### src/rtl/light_pkg.sv
// Shared encodings for the dimmer: brightness levels, per-level duty targets
// and button bit positions.
package light_pkg;

  typedef enum logic [2:0] {
    LVL_0 = 3'd0,
    LVL_1 = 3'd1,
    LVL_2 = 3'd2,
    LVL_3 = 3'd3,
    LVL_4 = 3'd4
  } level_t;

  localparam logic [7:0] DUTY_L0 = 8'd0;
  localparam logic [7:0] DUTY_L1 = 8'd64;
  localparam logic [7:0] DUTY_L2 = 8'd128;
  localparam logic [7:0] DUTY_L3 = 8'd192;
  localparam logic [7:0] DUTY_L4 = 8'd255;

  localparam int BTN_UP  = 0;
  localparam int BTN_DN  = 1;
  localparam int BTN_OFF = 2;

  function automatic logic [7:0] level_duty(input level_t lvl);
    case (lvl)
      LVL_1:   return DUTY_L1;
      LVL_2:   return DUTY_L2;
      LVL_3:   return DUTY_L3;
      LVL_4:   return DUTY_L4;
      default: return DUTY_L0;
    endcase
  endfunction

endpackage

### src/rtl/button_conditioner.sv
// One push-button: 2-flop synchronizer, debounce counter and a single-cycle
// pulse on each accepted press (releases produce nothing).
module button_conditioner #(
  parameter int DEBOUNCE_CYCLES = 200000
) (
  input  logic i_clk,
  input  logic i_reset,
  input  logic i_raw,
  output logic o_press
);

  localparam int CW = $clog2(DEBOUNCE_CYCLES);

  logic          sync_p0;
  logic          sync_p1;
  logic          stable_q;
  logic [CW-1:0] cnt_q;
  logic          differs;
  logic          flip;

  assign differs = (sync_p1 != stable_q);
  assign flip    = differs && (cnt_q == CW'(DEBOUNCE_CYCLES - 1));
  // High in the cycle before the debounced state rises, so the consumer acts
  // on the same edge that accepts the press.
  assign o_press = flip && sync_p1;

  // stage p0/p1: metastability guard
  always_ff @(posedge i_clk or posedge i_reset) begin
    if (i_reset) begin
      sync_p0 <= 1'b0;
      sync_p1 <= 1'b0;
    end else begin
      sync_p0 <= i_raw;
      sync_p1 <= sync_p0;
    end
  end

  // debounce: accept a new level only after it has persisted long enough
  always_ff @(posedge i_clk or posedge i_reset) begin
    if (i_reset) begin
      stable_q <= 1'b0;
      cnt_q    <= '0;
    end else if (flip) begin
      stable_q <= sync_p1;
      cnt_q    <= '0;
    end else if (differs) begin
      cnt_q    <= cnt_q + CW'(1);
    end else begin
      cnt_q    <= '0;
    end
  end

endmodule

### src/rtl/light_dimmer_ctrl.sv
// PWM light controller: conditioned up/down/off buttons drive a 5-level
// brightness FSM, the duty fades toward the level target, PWM drives the LED.
module light_dimmer_ctrl
  import light_pkg::*;
#(
  parameter int DEBOUNCE_CYCLES  = 200000,
  parameter int CLK_DIV          = 16,
  parameter int FADE_STEP_CYCLES = 4096
) (
  input  logic       i_clk,
  input  logic       i_reset,
  input  logic [2:0] i_button,
  output logic [2:0] o_level,
  output logic [7:0] o_duty,
  output logic       o_busy,
  output logic       o_pwm
);

  localparam int FW = (FADE_STEP_CYCLES > 1) ? $clog2(FADE_STEP_CYCLES) : 1;
  localparam int PW = (CLK_DIV > 1) ? $clog2(CLK_DIV) : 1;

  logic [2:0]    press;
  level_t        level_q;
  level_t        level_d;
  logic [7:0]    target_q;
  logic [7:0]    target_d;
  logic [FW-1:0] fade_cnt;
  logic          fade_wrap;
  logic [7:0]    duty_d;
  logic [PW-1:0] pre_cnt;
  logic          pwm_tick;
  logic [7:0]    pwm_cnt;
  logic [7:0]    duty_latch;

  for (genvar i = 0; i < 3; i++) begin : g_btn
    button_conditioner #(
      .DEBOUNCE_CYCLES(DEBOUNCE_CYCLES)
    ) u_btn (
      .i_clk  (i_clk),
      .i_reset(i_reset),
      .i_raw  (i_button[i]),
      .o_press(press[i])
    );
  end

  // level FSM: state register
  always_ff @(posedge i_clk or posedge i_reset) begin
    if (i_reset) level_q <= LVL_0;
    else         level_q <= level_d;
  end

  // level FSM: next state, off beats down beats up
  always_comb begin
    level_d = level_q;
    if (press[BTN_OFF]) begin
      level_d = LVL_0;
    end else if (press[BTN_DN]) begin
      case (level_q)
        LVL_4:   level_d = LVL_3;
        LVL_3:   level_d = LVL_2;
        LVL_2:   level_d = LVL_1;
        default: level_d = LVL_0;
      endcase
    end else if (press[BTN_UP]) begin
      case (level_q)
        LVL_0:   level_d = LVL_1;
        LVL_1:   level_d = LVL_2;
        LVL_2:   level_d = LVL_3;
        default: level_d = LVL_4;
      endcase
    end
  end

  // level FSM: outputs
  always_comb begin
    o_level  = level_q;
    target_q = level_duty(level_q);
    target_d = level_duty(level_d);
  end

  // fade: one LSB toward the current target per step period; off is immediate
  assign fade_wrap = (fade_cnt == FW'(FADE_STEP_CYCLES - 1));

  always_comb begin
    duty_d = o_duty;
    if (press[BTN_OFF]) begin
      duty_d = 8'd0;
    end else if (fade_wrap) begin
      if (o_duty < target_q)      duty_d = o_duty + 8'd1;
      else if (o_duty > target_q) duty_d = o_duty - 8'd1;
    end
  end

  always_ff @(posedge i_clk or posedge i_reset) begin
    if (i_reset) begin
      fade_cnt <= '0;
      o_duty   <= 8'd0;
      o_busy   <= 1'b0;
    end else begin
      fade_cnt <= (press[BTN_OFF] || fade_wrap) ? '0 : fade_cnt + FW'(1);
      o_duty   <= duty_d;
      o_busy   <= (duty_d != target_d);
    end
  end

  // pwm: duty is latched only at the period boundary so a period never glitches
  assign pwm_tick = (pre_cnt == PW'(CLK_DIV - 1));

  always_ff @(posedge i_clk or posedge i_reset) begin
    if (i_reset) begin
      pre_cnt    <= '0;
      pwm_cnt    <= 8'd0;
      duty_latch <= 8'd0;
      o_pwm      <= 1'b0;
    end else begin
      pre_cnt <= pwm_tick ? '0 : pre_cnt + PW'(1);
      if (pwm_tick) begin
        pwm_cnt <= pwm_cnt + 8'd1;
        if (pwm_cnt == 8'hFF) duty_latch <= o_duty;
      end
      o_pwm <= (duty_latch == 8'hFF) || (pwm_cnt < duty_latch);
    end
  end

endmodule

### config.mk
export PLATFORM = sky130hd
export DESIGN_NAME = light_dimmer_ctrl
export DESIGN_NICKNAME = d
export VERILOG_FILES = /design/src/rtl/light_pkg.sv /design/src/rtl/button_conditioner.sv /design/src/rtl/light_dimmer_ctrl.sv
export SDC_FILE = /design/constraint.sdc
export NUM_CORES = 1
export LEC_CHECK = 0
export BUFFER_PORTS_ARGS = -buffer_cell sky130_fd_sc_hd__buf_4
export CORE_ASPECT_RATIO = 0.6
export CORE_MARGIN = 1
export CORE_UTILIZATION = 37
export CTS_BUF_LIST = sky130_fd_sc_hd__clkbuf_8
export CTS_CLUSTER_SIZE = 10
export DETAILED_ROUTE_END_ITERATION = 8
export SETUP_SLACK_MARGIN = 0.3
export SLEW_MARGIN = 5
export SYNTH_ARGS = -nofsm -noshare
export SYNTH_HDL_FRONTEND = slang
export SYNTH_HIERARCHICAL = 1
export SYNTH_SLANG_ARGS = --single-unit
### constraint.sdc
create_clock -name i_clk -period 6.6 [get_ports i_clk]
set_clock_uncertainty 0.15 [all_clocks]
set_input_delay 0.99 -clock i_clk [delete_from_list [all_inputs] [get_ports i_clk]]
set_output_delay 0.99 -clock i_clk [all_outputs]
set_load 0.01 [all_outputs]
# Yosys cells after proc, flatten, opt, wreduce, memory -nomap -nowiden
# Index checks and enable logic that the tools add are counted.
dict set report classes {
  n_addsub 8
  n_lt_le_gt_ge 3
  eq_ne 19
  mux 19
  reduce_logical 10
}
# op n
set ops {}
lappend ops {{$mux W18} 6}
lappend ops {{$pmux W8 S4} 2}
lappend ops {{$add A18 B1 Y18 const B} 3}
lappend ops {{$eq A18 B18 Y1 const B} 3}
lappend ops {{$mux W8} 4}
lappend ops {{$add A8 B1 Y8 const B} 2}
lappend ops {{$eq A8 B8 Y1 const B} 2}
lappend ops {{$lt A8 B8 Y1} 2}
lappend ops {{$add A12 B1 Y12 const B} 1}
lappend ops {{$eq A12 B12 Y1 const B} 1}
lappend ops {{$eq A3 B2 Y1 const B} 4}
lappend ops {{$mux W12} 1}
lappend ops {{$mux W3} 3}
lappend ops {{$pmux W3 S3} 1}
lappend ops {{$gt A8 B8 Y1} 1}
lappend ops {{$ne A8 B8 Y1} 1}
lappend ops {{$sub A8 B1 Y8 const B} 1}
lappend ops {{$eq A3 B1 Y1 const B} 2}
lappend ops {{$eq A3 B3 Y1 const B} 2}
lappend ops {{$logic_and A1 B1 Y1} 6}
lappend ops {{$pmux W2 S3} 1}
lappend ops {{$add A4 B1 Y4 const B} 1}
lappend ops {{$eq A4 B4 Y1 const B} 1}
lappend ops {{$mux W4} 1}
lappend ops {{other kinds (4)} 7}
dict set report totals {
  register_bits 108
  in_bits 5
  wordCells 79
}

# Depth between registers and ports, before layout
dict set report logic_depth {
  word_depth 9
  mapped_depth 15
  depth_no_buf 14
}

# Modules after synthesis
# Netlist, hierarchy kept.
# mod instances cells_per_inst area_per_inst_um2
set modules_own_cells {}
lappend modules_own_cells {light_dimmer_ctrl 1 305 2808.9}
lappend modules_own_cells {{button_conditioner (g_btn[0].u_btn ...)} 2 101 1031.0}
lappend modules_own_cells {{button_conditioner (g_btn[2].u_btn)} 1 106 1069.8}

# Worst setup path after synthesis
# Ideal clock, no wire load.
dict set report synth_timing {
  path_kind {flip-flop to flip-flop}
  startpoint {register g_btn[1].u_btn.cnt_q[6]}
  endpoint {register o_busy}
  arrival_time_ps 3619
  t_required_ps 6311
  setup_slack_ps 2693
  path_stages_with_launch 14
  n_path_buf 1
  synth_period_minus_slack_ps 3907
  cell_sequence {dfrtp_1 -> or4b_1 -> nor4_2 -> nand3_1 -> nor3b_1 -> clkbuf_1 -> nor2b_1 -> a221o_1 -> o21ai_1 -> or2_1 -> nand2_1 -> or4_1 -> mux2_2 -> or4_1}
}
dict set report synth_via {
  elab_chain_len 8
  word_cells_on_any_way 11
  cone_classes {eq/ne (6); mux (3); reduce/logical (2)}
}
# item line_no
set synth_lines {}
lappend synth_lines {{start: declaration} button_conditioner.sv:17} ;# logic [CW-1:0] cnt_q;
lappend synth_lines {{start signal: assignment} button_conditioner.sv:47} ;# cnt_q <= cnt_q + CW'(1);
lappend synth_lines {{$eq A18 B18 Y1 *} button_conditioner.sv:22} ;# assign flip = differs && (cnt_q == CW'(DEBOUNCE_CYCLES - 1));
lappend synth_lines {{$logic_and A1 B1 Y1 *} button_conditioner.sv:22}
lappend synth_lines {{$logic_and A1 B1 Y1 *} button_conditioner.sv:25} ;# assign o_press = flip && sync_p1;
lappend synth_lines {{net press[1]} light_dimmer_ctrl.sv:22} ;# logic [2:0] press;
lappend synth_lines {{$mux W3 *} light_dimmer_ctrl.sv:57} ;# end else if (press[BTN_DN]) begin
lappend synth_lines {{$mux W3 *} light_dimmer_ctrl.sv:55} ;# if (press[BTN_OFF]) begin
lappend synth_lines {{$eq A3 B3 Y1 (tied with other cells)} light_pkg.sv:24} ;# case (lvl)
lappend synth_lines {{$pmux W8 S4 *} light_pkg.sv:24}
lappend synth_lines {{$ne A8 B8 Y1 *} light_dimmer_ctrl.sv:102} ;# o_busy <= (duty_d != target_d);
lappend synth_lines {{end signal: assignment} light_dimmer_ctrl.sv:102}
lappend synth_lines {{end: declaration} light_dimmer_ctrl.sv:15} ;# output logic o_busy,
# The timed path passes the listed nets; every way through them passes the cells marked *.
# A chain may end at the register's enable or synchronous reset.

# Final worst setup path
dict set report layout_timing {
  startpoint {register g_btn[0].u_btn.cnt_q[6]}
  endpoint {register o_busy}
}
dict set report layout_via {
  elab_chain_len 9
  word_cells_on_any_way 12
  cone_classes {eq/ne (6); mux (4); reduce/logical (2)}
}
# item line_no
set layout_lines {}
lappend layout_lines {{start: declaration} button_conditioner.sv:17}
lappend layout_lines {{start signal: assignment} button_conditioner.sv:47}
lappend layout_lines {{$eq A18 B18 Y1 *} button_conditioner.sv:22}
lappend layout_lines {{$logic_and A1 B1 Y1 *} button_conditioner.sv:22}
lappend layout_lines {{$logic_and A1 B1 Y1 *} button_conditioner.sv:25}
lappend layout_lines {{net press[0]} light_dimmer_ctrl.sv:22}
lappend layout_lines {{$mux W3 *} light_dimmer_ctrl.sv:64} ;# end else if (press[BTN_UP]) begin
lappend layout_lines {{$mux W3 *} light_dimmer_ctrl.sv:57}
lappend layout_lines {{$mux W3 *} light_dimmer_ctrl.sv:55}
lappend layout_lines {{$eq A3 B3 Y1 (tied with other cells)} light_pkg.sv:24}
lappend layout_lines {{$pmux W8 S4 *} light_pkg.sv:24}
lappend layout_lines {{$ne A8 B8 Y1 *} light_dimmer_ctrl.sv:102}
# Marks and branches as above.

==> metrics.log <==
[metrics] Main synth FF type: dfrtp_1
[metrics] setup repair after global routing missed its margin: false
[metrics] Seq/Total Area, Yosys: 0.455
[metrics] number of setup violations in the final report: 0
[metrics] max-slew violations: 0
[metrics] CTS clk-pin slew, worst paths: 0.10 ns
[metrics] cell with the biggest individual delay on the critical path: a2111oi_0
[metrics] number of nets in the layout: 655
[metrics] critical path capture point type: register
[metrics] total number of H-tree levels: 3
[metrics] quantity of I/O buffers inserted on ports: 17
[metrics] Worst path top cell family by delay: simple AND/OR/NAND/NOR gates
[metrics] total of flip-flops plus latches after synthesis: 108
[metrics] leading post-synthesis cells by cell area: dfrtp_1, xnor2_1, nor2_1, ha_1, nand3_1
[metrics] number of buffers on the longest clock path: 2
[metrics] Max Freq: 228 MHz
[metrics] worst endpoint required time: 6.69 ns
[metrics] power per unit of standard cell area: 174 nW/um^2
[metrics] part of the cycle the worst path needs: 0.664
[metrics] Hold Crit Class: reg -> reg
[metrics] origin of the critical flop-to-flop path: g_btn[0].u_btn/cnt_q[6]$_DFF_PP0_
[metrics] first-iteration detailed-routing DRC count: 331
[metrics] area leader, netlist: dfrtp_1
[metrics] worst reg2reg path endpoint: o_busy$_DFF_PP0_
[metrics] floorplan core area: 15500 um^2
[metrics] setup slack, reg-to-reg: 2.22 ns
[metrics] antenna fix cells: 0
[metrics] final hold violation count: 0
[metrics] final RePlAce weighted congestion: 0.868
[metrics] layout overhead on the synthesized area: 8.02%
[metrics] Mapped Nets: 641
[metrics] first drt pass iteration count: 5
[metrics] starting utilization of the core area: 0.383
[metrics] maxcap violations: 0
[metrics] post-route total power: 1.11 mW
[metrics] IO Pins: 18
[metrics] Remaining DRCs: 0
[metrics] TritonCTS clock tree: done
[metrics] later-pin clock latency in the skew report: 0.37 ns
[metrics] CP arrival: 4.47 ns
[metrics] antenna violation net count after detailed routing: 0
[metrics] Register-to-Register Path Depth: 10
[metrics] crit path max fanout: 5
[metrics] run status: complete, no violations
[metrics] synthesized area: 5940 um^2
[metrics] vias in the first global route: 4360
[metrics] Worst Hold Path EP: g_btn[0].u_btn/sync_p1$_DFF_PP0_
[metrics] minimum clock period after layout: 4.38 ns
[metrics] Hold Crit Depth: 0
[metrics] worst vdd rail ir drop: 0.0918 mV
[metrics] CTS Root Cell: clkbuf_8
[metrics] max-slew headroom at the worst pin: 0.366
[metrics] Leakage: 2.66 nW
[metrics] number of distinct library cells after synthesis: 60
[metrics] Syn Inst Count: 613
[metrics] Overall Global Routing Usage: 0.169
[metrics] proportion of netlist area held by the largest area contributor: 0.455
[metrics] CP Launch Type: register
[metrics] remaining global-route overflow: 0
[metrics] Routed wire per std cell: 15.5 um
[metrics] cell repeated most along the worst path: or4_1
[metrics] Die Footprint: 16600 um^2
[metrics] standard-cell rows: 35
[metrics] total of hold buffers inserted after clock tree synthesis: 0
[metrics] ratio of cells with drive above 1 in the final layout: 0.0918
[metrics] number of enable-type register cells in the synthesized netlist: 0
[metrics] total via count in the routed design: 4544
[metrics] worst min-delay path startpoint: g_btn[0].u_btn/sync_p0$_DFF_PP0_
[metrics] number of warnings reported in the yosys synthesis log: 6
[metrics] floorplan die height: 100 um
[metrics] detailed placement HPWL: 9390 um
[metrics] Chip Width: 166 um
[metrics] placed insts: 819
[metrics] # resized after CTS: 0
[metrics] buffer count from post-CTS setup fixing: 0
[metrics] synthesized area per cell: 9.69 um^2
[metrics] largest stage delay on the critical path: 0.61 ns
[metrics] path type of the worst setup path: reg -> reg
[metrics] CTS buffer count: 9
[metrics] asr flop ratio synth: 1.00
[metrics] crit path launch: g_btn[0].u_btn/cnt_q[6]$_DFF_PP0_
[metrics] non-filler cells in the finished layout: 835
[metrics] cells along the critical path: or4b_1, nor4_2, nand3_1, nor3b_1, inv_1, a2111oi_0, nand2_1, or4_1, mux2_2, or4_1
[metrics] first-pass GRT wire length: 22000 um
[metrics] transition at the pin with the smallest max-transition slack: 0.950 ns
[metrics] via/cell ratio: 5.44
[metrics] wire length reported by the detailed router: 12900 um
[metrics] Clock Sink Count: 108
[metrics] summed negative setup slack over all endpoints: 0 ns
[metrics] maximum number of pins on one net before global-route repair: 46
[metrics] count of buffering cells on the critical path with inverters included: 1
[metrics] initial antenna violation count: 0
-- metrics by stage --
step | area, um^2 | worst slack [ns] | hold WS [ns] | util
after floorplan | 5940 | 2.69 | 0.181 | -
after global placement | 6220 | 2.49 | 0.183 | 0.401
after detailed placement | 6220 | 2.31 | 0.185 | 0.401
after CTS | 6420 | 2.27 | 0.209 | 0.414
after global routing | 6420 | 1.82 | 0.232 | 0.414
final | 6420 | 2.22 | 0.207 | 0.414
-- sequential cells by signal (all words and copies together), names as in the netlist --
signal and flops:
o_level 3, pwm_cnt 8, g_btn.u_btn/stable_q 3, o_pwm 1, g_btn.u_btn/sync_p1 3, o_duty 8
duty_latch 8, fade_cnt 12, o_busy 1, g_btn.u_btn/cnt_q 54, g_btn.u_btn/sync_p0 3, pre_cnt 4
-- routing by layer --
metal  vias up  GRT usage  part of all wire
li1       2202          -                 -
met1      2223      0.263              0.54
met2       113      0.235              0.41
met3         6     0.0393             0.047
met4         0     0.0385            0.0074
met5         -          0                 0
-- cells by family after synthesis --
| logic type | Yosys count | share of synthesized area |
|---|---|---|
| flip-flops | 108 | 0.455 |
| XOR/XNOR | 64 | 0.0967 |
| AO/OA/AOI/OAI | 79 | 0.0901 |
| buffers and inverters | 50 | 0.0417 |
| AND/OR/NAND/NOR | 279 | 0.249 |
| multiplexers | 10 | 0.0187 |
| adder cells (fa/ha/maj) | 23 | 0.0484 |
-- final cells by class --
class | count | area (um^2)
fill | 1542 | 9080
multi-input combinational | 455 | 2990
sequential | 108 | 2700
tap | 203 | 254
timing repair buffer | 19 | 143
clock buffer | 10 | 138
inverter | 34 | 128
clock inverter | 6 | 62.6
-- synth_stat cells, types with 2 or more instances --
cell and count:
and2_1 8, o21ai_0 21, nand4_1 21, nor2b_1 8
o21ai_1 3, and4bb_2 2, nor3b_1 2, nand2_1 35
a31o_2 2, buf_12 2, a2111oi_0 4, nand3_1 34
nor2_1 86, and3_1 9, dfrtp_1 108, clkbuf_1 9
or2_2 2, ha_1 23, o31ai_1 4, nor4_1 18
inv_1 34, or2_0 2, nor3_1 18, o21a_1 4
a211oi_1 3, nor4_2 3, mux2_1 2, or4_1 4
a21oi_1 14, xnor2_1 44, o41ai_1 3, o211ai_1 2
or3_1 7, or2_1 2, or4b_1 5, buf_6 3
a311oi_1 2, xor2_1 19, or3_4 3, a21o_1 5
and4_1 7, o22ai_1 2, mux2_2 7
-- worst max path at each step --
stage,to,cells after the start
floorplan,o_busy$_DFF_PP0_,13
global placement,o_busy$_DFF_PP0_,10
detailed placement,o_busy$_DFF_PP0_,10
CTS,o_busy$_DFF_PP0_,10
global route,o_busy$_DFF_PP0_,10
finish,o_busy$_DFF_PP0_,10
-- power breakdown --
part | leakage [nW] | internal [mW] | switching, mW
Sequential | 1.46 | 0.667 | 0.00493
Combinational | 1.09 | 0.00760 | 0.0231
Clock | 0.106 | 0.186 | 0.224
-- cells in the final DEF (no fill, tap or decap), types with 14 or more instances in the layout --
master	instances
nor4_1	18
dfrtp_1	108
nand4_1	21
buf_4	19
inv_1	35
xor2_1	19
nand2_1	35
nor3_1	18
nor2_1	86
o21ai_0	21
ha_1	23
xnor2_1	44
nand3_1	34
a21oi_1	14
Power figures use the tool's default switching activity.
